[config.mk]
export PLATFORM = sky130hd
export DESIGN_NAME = execute_stage
export DESIGN_NICKNAME = d
export VERILOG_FILES = /design/src/rtl/execute_stage.sv
export SDC_FILE = /design/constraint.sdc
export NUM_CORES = 1
export LEC_CHECK = 0
export ABC_AREA = 0
export ABC_CLOCK_PERIOD_IN_PS = 14900
export CELL_PAD_IN_SITES_DETAIL_PLACEMENT = 1
export CELL_PAD_IN_SITES_GLOBAL_PLACEMENT = 1
export CORE_MARGIN = 2
export CORE_UTILIZATION = 46
export DETAILED_ROUTE_END_ITERATION = 10
export PLACE_DENSITY = 0.86
export SYNTH_ARGS = -nofsm -noshare
export SYNTH_HDL_FRONTEND = slang
export SYNTH_SLANG_ARGS = --single-unit
[constraint.sdc]
create_clock -name clk -period 14.9 [get_ports clk]
set_input_delay 2.98 -clock clk [delete_from_list [all_inputs] [get_ports clk]]
set_output_delay 2.98 -clock clk [all_outputs]
set_load 0.02 [all_outputs]
[src/rtl/execute_stage.sv]
// MIPS execute stage: ID/EX register, operand forwarding, ALU, RegDst mux, EX/MEM register.
// Define EXEC_OVF_TRAP_EN to suppress writeback and raise OvfM on signed add/sub overflow.
module execute_stage #(
    parameter int DATA_W  = 32,
    parameter int SHAMT_W = 5
) (
    input  logic              clk,
    input  logic              rst_n,
    input  logic              RegWriteD,
    input  logic              MemtoRegD,
    input  logic              MemWriteD,
    input  logic              ALUSrcD,
    input  logic              RegDstD,
    input  logic [3:0]        ALUControlD,
    input  logic [DATA_W-1:0] RD1D,
    input  logic [DATA_W-1:0] RD2D,
    input  logic [DATA_W-1:0] SignImmD,
    input  logic [4:0]        RsD,
    input  logic [4:0]        RtD,
    input  logic [4:0]        RdD,
    input  logic              FlushE,
    input  logic              StallE,
    input  logic [1:0]        ForwardAE,
    input  logic [1:0]        ForwardBE,
    input  logic [DATA_W-1:0] ResultW,
    output logic [4:0]        RsE,
    output logic [4:0]        RtE,
    output logic [4:0]        WriteRegE,
    output logic              RegWriteE,
    output logic              MemtoRegE,
    output logic              RegWriteM,
    output logic              MemtoRegM,
    output logic              MemWriteM,
    output logic [DATA_W-1:0] ALUOutM,
    output logic [DATA_W-1:0] WriteDataM,
    output logic [4:0]        WriteRegM,
    output logic              OvfM
);

    typedef struct packed {
        logic              regWrite;
        logic              memtoReg;
        logic              memWrite;
        logic              aluSrc;
        logic              regDst;
        logic [3:0]        aluControl;
        logic [DATA_W-1:0] rd1;
        logic [DATA_W-1:0] rd2;
        logic [DATA_W-1:0] signImm;
        logic [4:0]        rs;
        logic [4:0]        rt;
        logic [4:0]        rd;
    } idEx_t;

    typedef struct packed {
        logic              regWrite;
        logic              memtoReg;
        logic              memWrite;
        logic              ovf;
        logic [DATA_W-1:0] aluOut;
        logic [DATA_W-1:0] writeData;
        logic [4:0]        writeReg;
    } exMem_t;

    idEx_t  e, eNext;
    exMem_t m, mNext;

    logic [DATA_W-1:0]  srcA, srcB, rtFwd, aluResult;
    logic [SHAMT_W-1:0] shamt;
    logic               ovf;

    assign eNext = '{RegWriteD, MemtoRegD, MemWriteD, ALUSrcD, RegDstD,
                     ALUControlD, RD1D, RD2D, SignImmD, RsD, RtD, RdD};

    always_ff @(posedge clk or negedge rst_n) begin
        if (!rst_n)
            e <= '0;
        else if (FlushE)
            e <= '0;
        else if (!StallE)
            e <= eNext;
    end

    // Reserved select 11 falls back to the register value.
    always_comb begin
        case (ForwardAE)
            2'b01:   srcA = ResultW;
            2'b10:   srcA = ALUOutM;
            default: srcA = e.rd1;
        endcase
        case (ForwardBE)
            2'b01:   rtFwd = ResultW;
            2'b10:   rtFwd = ALUOutM;
            default: rtFwd = e.rd2;
        endcase
    end

    assign srcB  = e.aluSrc ? e.signImm : rtFwd;
    assign shamt = srcA[SHAMT_W-1:0];

    always_comb begin
        aluResult = '0;
        case (e.aluControl)
            4'b0000: aluResult = srcA + srcB;
            4'b0001: aluResult = srcA - srcB;
            4'b0010: aluResult = srcA & srcB;
            4'b0011: aluResult = srcA | srcB;
            4'b0100: aluResult = srcA ^ srcB;
            4'b0101: aluResult = ~(srcA | srcB);
            4'b0110: aluResult = {{(DATA_W-1){1'b0}},
                                  $signed(srcA) < $signed(srcB)};
            4'b0111: aluResult = srcB << shamt;
            4'b1000: aluResult = srcB >> shamt;
            4'b1001: aluResult = $signed(srcB) >>> shamt;
            default: aluResult = '0;
        endcase
    end

`ifdef EXEC_OVF_TRAP_EN
    always_comb begin
        ovf = 1'b0;
        case (e.aluControl)
            4'b0000: ovf = (srcA[DATA_W-1] == srcB[DATA_W-1]) &&
                           (aluResult[DATA_W-1] != srcA[DATA_W-1]);
            4'b0001: ovf = (srcA[DATA_W-1] != srcB[DATA_W-1]) &&
                           (aluResult[DATA_W-1] != srcA[DATA_W-1]);
            default: ovf = 1'b0;
        endcase
    end
`else
    assign ovf = 1'b0;
`endif

    assign WriteRegE = e.regDst ? e.rd : e.rt;

    always_comb begin
        mNext           = '0;
        mNext.regWrite  = e.regWrite & ~ovf;
        mNext.memtoReg  = e.memtoReg;
        mNext.memWrite  = e.memWrite;
        mNext.ovf       = ovf;
        mNext.aluOut    = aluResult;
        mNext.writeData = rtFwd;
        mNext.writeReg  = WriteRegE;
    end

    // A held E entry must not issue twice, so M takes a bubble on stall.
    always_ff @(posedge clk or negedge rst_n) begin
        if (!rst_n)
            m <= '0;
        else if (StallE && !FlushE)
            m <= '0;
        else
            m <= mNext;
    end

    assign RsE        = e.rs;
    assign RtE        = e.rt;
    assign RegWriteE  = e.regWrite;
    assign MemtoRegE  = e.memtoReg;
    assign RegWriteM  = m.regWrite;
    assign MemtoRegM  = m.memtoReg;
    assign MemWriteM  = m.memWrite;
    assign ALUOutM    = m.aluOut;
    assign WriteDataM = m.writeData;
    assign WriteRegM  = m.writeReg;
    assign OvfM       = m.ovf;

endmodule

==> results.md, run 1 <==
* CTS Sinks at approximately 190
* Compound-gate portion of the synthesized area at around a quarter
* Setup Crit Path Kind: input pin to flop
* Met3 GRT Util at under 10%
* Net Count, Synth at 2553
* Critical Path Max Stage Delay at about 0.8 ns
* Synth Area in Adders at 7.12%
* Most Frequent Cell on Critical Path: inv_1
* Maxcap violations at 0
* CP Capture Type: flop
* Top cells by count, synth: nor2_1, nand2_1, dfrtp_1
* Die width at 203 um
* Status: finished, final reports clean
* Cell family with most CP delay: compound AO/OA/AOI/OAI gates
* FMAX at approximately 110 MHz
* Final core occ at 54.8%
* Syn Area/Cell at ~8.0 um2
* Synth unique cells at 86
* Final setup TNS at 0 ns
* Die area at around 41000 um2
* GR Util met2 at between 70% and 80%
* Total Power at between 2 and 2.5 mW
* Cell with the most instances after synthesis: nor2_1
* Final setup violation count at 0
* Top cell type's share of synthesized area at between 20% and 30%
* Area grow syn2layout at 18.3%
* DR vias at between 20000 and 25000
* Met1 GRT Util at around three fifths
* Starting Density at around 46%
* Top Usage Layer GRT: met2
* PostCTS Resize Cnt at 0
* Clock Tree Root: clkbuf_16
* Critical-path top delay cell: o21ai_0
* Synth Area in Simple Gates at between 10% and 20%
* Largest area contributor in the netlist: dfrtp_1
* RSZ-0062 raised after global routing: no
* Worst Path Arrival at around 9.5 ns
* PwrDens at ~110 nW/um2
* CP Launch Type: input pin
* Chip height at 203 um
* Hold buffers post-CTS at 0
* Core Rows at 73
* Ys flop type: dfrtp_1
* Syn Std Cell Area at about 18000 um2
* Skew-Pair Late Insertion Delay at 0.50 ns
* Post-DP HPWL at roughly 70000 um
* Final critical-path share of the clock period at between 60% and 70%
* LEAKAGE at 9.41 nW
* 1st-pass router iterations at 8
* Syn Inst Count at between 2000 and 2500
* 1st-iter DRT viols at around 2800
* Final wirelength at 95200 um
* Routed vias/inst at between 6 and 7
* Critical path peak fanout at 70
* Slew margin rel. at ~14%
* Synth warn at 0
* Max clock buf depth at 2
* Max Slew Vio Count at 0
* First-pass GRT wire length at 139000 um
* Largest family of logic cells by synthesized area: compound AO/OA/AOI/OAI gates
* Nets at between 2000 and 3000
* Synth top area cells: dfrtp_1, mux2i_1, ha_1
* Core Box Area at a little under 40000 um2
* Overflow after GRT at 0
* Cts bufs inserted at 17
* # IOs at between 200 and 300
* Worst IR Drop VDD at about 0.000088 V
* CTS tree: yes
* Min cycle time layout at between 9 and 10 ns
* Mux cell area share after synthesis at 16.5%
* WL per Instance at 32.2 um
* Initial antenna violation count at 7
* Residual DRC at 0
* Seq cells post-synth at between 150 and 200
* Layout cell share with drive strength beyond 1 at just under 8%
* CP bufs+invs at 4
* H-Tree Depth at 4
* Worst EP required at about 15 ns
* GP Congestion at 1.02
* Xor/xnor share of the synthesized area at under 10%
* Fillers at approximately 4700
* Clock skew at about 0.023 ns
* Antenna viol nets, final at 0
* Pin count of the biggest net entering global routing at between 90 and 100
* Port buffer count at 248
* Endpoints failing hold at 0
* Worst min path class: flop to flop
* Tot GR Track Use at 45.5%
* Post-synth EDFFs at 0
* Setup bufs post-CTS at 0
* Share of the yosys chip area belonging to registers at 26.2%
* Post-synthesis async set-or-reset flop share at 100%
* Pin slew with the least headroom to its limit at between 1 and 1.5 ns
* Cell Chain, Critical Path: clkdlybuf4s50_1 -> inv_1 -> ha_2 -> buf_4 -> nand2_1 -> o21a_1 -> o21ai_0 -> ha_1 -> inv_1 -> fa_1 -> nor2b_1 -> o31ai_1 -> a211oi_1 -> o22a_1 -> a31oi_1 -> nor3b_1 -> nor4_1 -> a31o_2 -> a2111oi_1 -> o22ai_1
* Vias in the first global route at 20800
* Clock slew at reported path FFs at 0.09 ns
stage by stage:
stage / cell area (um2) / hold WS [ns] / setup WS (ns) / std cells
2_1_floorplan: 18300 / 0.464 / 7.43 / 2290
3_3_place_gp: 21000 / 0.473 / 6.15 / 2918
3_5_place_dp: 21000 / 0.505 / 5.69 / 2918
4_1_cts: 21600 / 0.551 / 6.07 / 2950
5_1_grt: 21700 / 0.573 / 5.68 / 2952
6_report: 21700 / 0.551 / 5.75 / 2954
report_power, final:
part	switching [mW]	internal (mW)
Clock	0.266	0.291
Combinational	0.758	0.420
Sequential	0.0868	0.572
Total	1.11	1.28
cell usage in the layout (no fill, tap or decap), types with 17 or more instances in the layout:
master | synthesis | routed
o31ai_1 | 19 | 19
nor2b_1 | 48 | 46
mux2i_1 | 177 | 177
nand2_1 | 223 | 223
o211ai_1 | 35 | 35
clkdlybuf4s50_1 | 0 | 245
buf_4 | 16 | 48
inv_1 | 122 | 122
a221oi_1 | 45 | 45
a21oi_1 | 174 | 174
clkbuf_16 | 0 | 17
nand3_1 | 42 | 42
a211oi_1 | 27 | 27
nor3_1 | 35 | 35
o21ai_0 | 175 | 175
nor2_1 | 289 | 289
a22oi_1 | 63 | 63
a31oi_1 | 19 | 19
mux4_2 | 28 | 28
mux2_2 | 34 | 34
xnor2_1 | 24 | 24
ha_1 | 101 | 99
dfrtp_1 | 192 | 190
area by class of cell:
type | count | area [um2] | share of cell area (%)
Timing Repair Buffer | 295 | 2840 | 13.1
Tap cell | 525 | 657 | 3.03
Inverter | 128 | 483 | 2.23
Multi-Input combinational cell | 1778 | 12200 | 56.3
Antenna cell | 4 | 10.0 | 0.0462
Clock buffer | 17 | 425 | 1.96
Sequential cell | 192 | 4810 | 22.2
Clock inverter | 15 | 243 | 1.12
kinds of logic after synthesis:
kind of cell | after synthesis
simple gates | 704
compound gates | 696
buf+inv | 320
mux | 249
flops | 192
fa+ha+maj | 103
xor+xnor | 25
other cells | 1
layer usage:
metal  vias up  share of wire (%)
li1       8482                  -
met1     10200                 39
met5         -              0.035
met3       295                 11
met4         6                5.0
met2      1456                 45
path summary, 6_finish.rpt:
check | slack [ns] | start | endpoint | depth (start not counted)
worst max-delay path | 5.75 | ForwardBE[0] | ALUOutM[30] | 20
worst min-delay path | 0.55 | RegWriteE | RegWriteM | 1
worst max register to register | 9.09 | ALUOutM[0] | ALUOutM[30] | 16
worst min register to register | 0.55 | RegWriteE | RegWriteM | 1
min in group asynchronous | 2.48 | rst_n | e[68] | 1
max in group asynchronous | 10.94 | rst_n | ALUOutM[7] | 2
worst register-to-register path: cells and delay by family, from the launching register on:
family | cells | cell delay [ns]
fa+ha+maj | 2 | 0.84
flops | 1 | 0.72
compound gates | 10 | 3.36
simple gates | 3 | 0.67
buf+inv | 1 | 0.09
state kept, by name, summed over array words and instances, names as in the netlist:
| name | count |
|---|---|
| RegWriteE | 1 |
| RtE | 5 |
| ALUOutM | 32 |
| MemtoRegE | 1 |
| WriteRegM | 5 |
| RsE | 5 |
| e | 108 |
| WriteDataM | 32 |
| RegWriteM | 1 |
| MemWriteM | 1 |
| MemtoRegM | 1 |
Note: power is estimated with default switching activity, not from simulation.
==> run 2, diff against run 1 <==
- ABC_CLOCK_PERIOD_IN_PS: 14900 -> 9450
- CORE_UTILIZATION: 46 -> 42
- PLACE_DENSITY: 0.86 -> 0.79
- clock period: 14.9 -> 9.45 ns (I/O delays scaled with it)
==> run 2 against run 1 <==
Compared with the run above:
- via count shrank 3.8%
- clock skew grew 0.0025 ns
- setup slack lost 4.0 ns
- die area grew 9.3%
==> results.md, run 2 (same netlist as run 1, synthesis figures left out) <==
* Status: finished, final reports clean
* CP Capture Type: flop
* Final critical-path share of the clock period at roughly 81%
* Critical path peak fanout at 37 (-47%)
* Slew margin rel. at 16.2% (+2.2 points)
* Skew-Pair Late Insertion Delay at 0.51 ns (about the same)
* Clock skew at 0.0251 ns (+0.00255 ns)
* Layout cell share with drive strength beyond 1 at 8.10% (+0.39 points)
* Maxcap violations at 0 (unchanged)
* WL per Instance at 29.8 um (-7.6%)
* Chip height at 213 um (+4.6%)
* Area grow syn2layout at 19.0%
* Max Slew Vio Count at 0 (unchanged)
* Sw frac at 45.9% (-0.52 points)
* Cell count of the worst reg-to-reg path at 13 (-3)
* Worst min path class: flop to flop
* # diodes at 0 (-4)
* RSZ-0062 raised after global routing: no
* Residual DRC at 0 (unchanged)
* Setup bufs post-CTS at 0 (unchanged)
* Starting Density at 42.5% (-3.8 points)
* Worst Path Arrival at 8.08 ns (-1.43 ns)
* Die width at 213 um (+4.6%)
* Worst EP required at 9.85 ns (-5.41 ns)
* Seq pwr share at 27.9% (+0.4 points)
* Max FFs per register at 108 (unchanged)
* Vias in the first global route at 19900 (-4.5%)
* Nets at 2683 (+0.30%)
* First-pass GRT wire length at 132000 um (-5.1%)
* Critical-path top delay cell: a222oi_1
* Clock Tree Root: clkbuf_16
* CP Launch Type: input pin
* Hold path startpoint: e[117]
* CTS tree: yes
* Cell-internal power at 2.00 mW (+56%)
* 1st-pass router iterations at 6 (-2)
* Leading cell type in the layout, fill and taps excluded: nor2_1
* FMAX at between 100 and 150 MHz
* Biggest register: e
* Gate power share at 49.3% (about the same)
* Final setup TNS at 0 ns (unchanged)
* H-Tree Depth at 4 (unchanged)
* Initial antenna violation count at 2 (-5)
* R2r endpoint: ALUOutM[31]
* Setup Crit Path Kind: input pin to flop
* PwrDens at 170 nW/um2 (+54%)
* Pin count of the biggest net entering global routing at 118 (+27%)
* Cts bufs inserted at 17 (unchanged)
* Min cycle time layout at 7.68 ns
* Commonest non-fill, non-tap cells in the layout: nor2_1, clkdlybuf4s50_1, nand2_1
* Cell Chain, Critical Path: clkdlybuf4s50_1 -> inv_1 -> ha_2 -> buf_4 -> nor2_1 -> a222oi_1 -> ha_1 -> inv_1 -> a2111oi_1 -> nand3_1 -> nor4_1 -> o21ai_1 -> a221oi_1 -> o31a_1 -> o21ai_0 -> nor3b_1 -> a31o_1
* Worst IR Drop VDD at 0.000164 V (+86%)
* Clock power share at 22.8% (-0.5 points)
* Hold depth at 1 (unchanged)
* Hold_ws at 0.539 ns (-0.0116 ns)
* 1st-iter DRT viols at 2712 (-1.9%)
* Core Rows at 76 (+4.1%)
* LEAKAGE at 9.46 nW (+0.47%)
* Antenna viol nets, final at 0 (unchanged)
* Port buffer count at 248 (unchanged)
* R2R setup slack at 3.72 ns (-5.37 ns)
* Endpoints failing hold at 0 (unchanged)
* GP Congestion at 1.00 (-1.4%)
* PostCTS Resize Cnt at 0 (unchanged)
* Final wirelength at 89900 um (-5.6%)
* Critical Path Max Stage Delay at 1.06 ns (+0.26 ns)
* Fillers at 5102 (+8.1%)
* Worst hold endpoint: MemWriteM
* Clock slew at reported path FFs at 0.09 ns (about the same)
* Die area at 45300 um2 (+9.3%)
* Post-DP HPWL at 69000 um (-0.78%)
* CTS Sinks at 192 (unchanged)
* # IOs at 250 (unchanged)
* Most Frequent Cell on Critical Path: inv_1
* Pin slew with the least headroom to its limit at 1.24 ns (-0.0460 ns)
* Final setup violation count at 0 (unchanged)
* Tot GR Track Use at 39.9% (-5.6 points)
* Worst r2r src: e[116]
* Max clock buf depth at 2 (unchanged)
* Core Box Area at 43100 um2 (+8.9%)
* DR vias at 19700 (-3.8%)
* Routed vias/inst at 6.53 (-5.8%)
* Overflow after GRT at 0 (unchanged)
* P_sw at 1.70 mW (+53%)
* Hold buffers post-CTS at 0 (unchanged)
-- run 2: worst max path at each step --
stage	depth (start not counted)	slack (ns)	startpoint	to
2_1_floorplan	20	3.07	ForwardAE[0]	ALUOutM[0]
3_3_place_gp	17	1.57	ForwardBE[0]	ALUOutM[31]
3_5_place_dp	17	1.43	ForwardBE[0]	ALUOutM[31]
4_1_cts	17	1.96	ForwardBE[0]	ALUOutM[31]
5_1_grt	17	1.49	ForwardBE[0]	ALUOutM[31]
6_report	17	1.77	ForwardBE[0]	ALUOutM[31]
-- run 2: metal layers --
| layer | GRT usage [%] | vias up | routed length [um] |
|---|---|---|---|
| li1 | - | 8498 | - |
| met1 | 56.4 | 9972 | 38700 |
| met2 | 60.1 | 1068 | 39600 |
| met3 | 7.81 | 164 | 8170 |
| met4 | 15.0 | 4 | 3390 |
| met5 | 0 | - | 23 |
-- run 2: stage by stage --
stage	utilization (%)	instances	total power, mW	cell area, um2	setup slack, ns
after floorplan	-	2290	2.06	18300	3.07
after global placement	49.0	2986	2.77	21100	1.57
after detailed placement	49.0	2986	2.80	21100	1.43
after CTS	50.6	3018	3.65	21800	1.96
after global routing	50.6	3018	3.85	21800	1.49
final	50.6	3018	3.70	21800	1.77
-- run 2: final cells by class --
| type | instances | area [um2] | area share (%) |
|---|---|---|---|
| multi-input cells | 1778 | 12200 | 56.0 |
| flip-flops and latches | 192 | 4810 | 22.1 |
| repair buffers | 303 | 2900 | 13.3 |
| well taps | 585 | 732 | 3.36 |
| inverters | 128 | 483 | 2.22 |
| clock buffers | 17 | 425 | 1.95 |
| clock inverters | 15 | 245 | 1.13 |
-- run 2: worst max-delay path: cells and delay by family --
family	cells	cell delay [ns]
AND/OR/NAND/NOR	4	1.12
buffers and inverters	4	1.16
AO/OA/AOI/OAI	7	2.82
adder cells (fa/ha/maj)	2	1.06
-- run 2: power by group through the flow --
stage	Sequential [mW]	Clock, mW	Combinational [mW]
2_1_floorplan	1.03	0	1.03
3_3_place_gp	1.04	0	1.73
3_5_place_dp	1.03	0	1.77
4_1_cts	1.02	0.852	1.78
5_1_grt	1.03	0.878	1.93
6_report	1.03	0.846	1.82
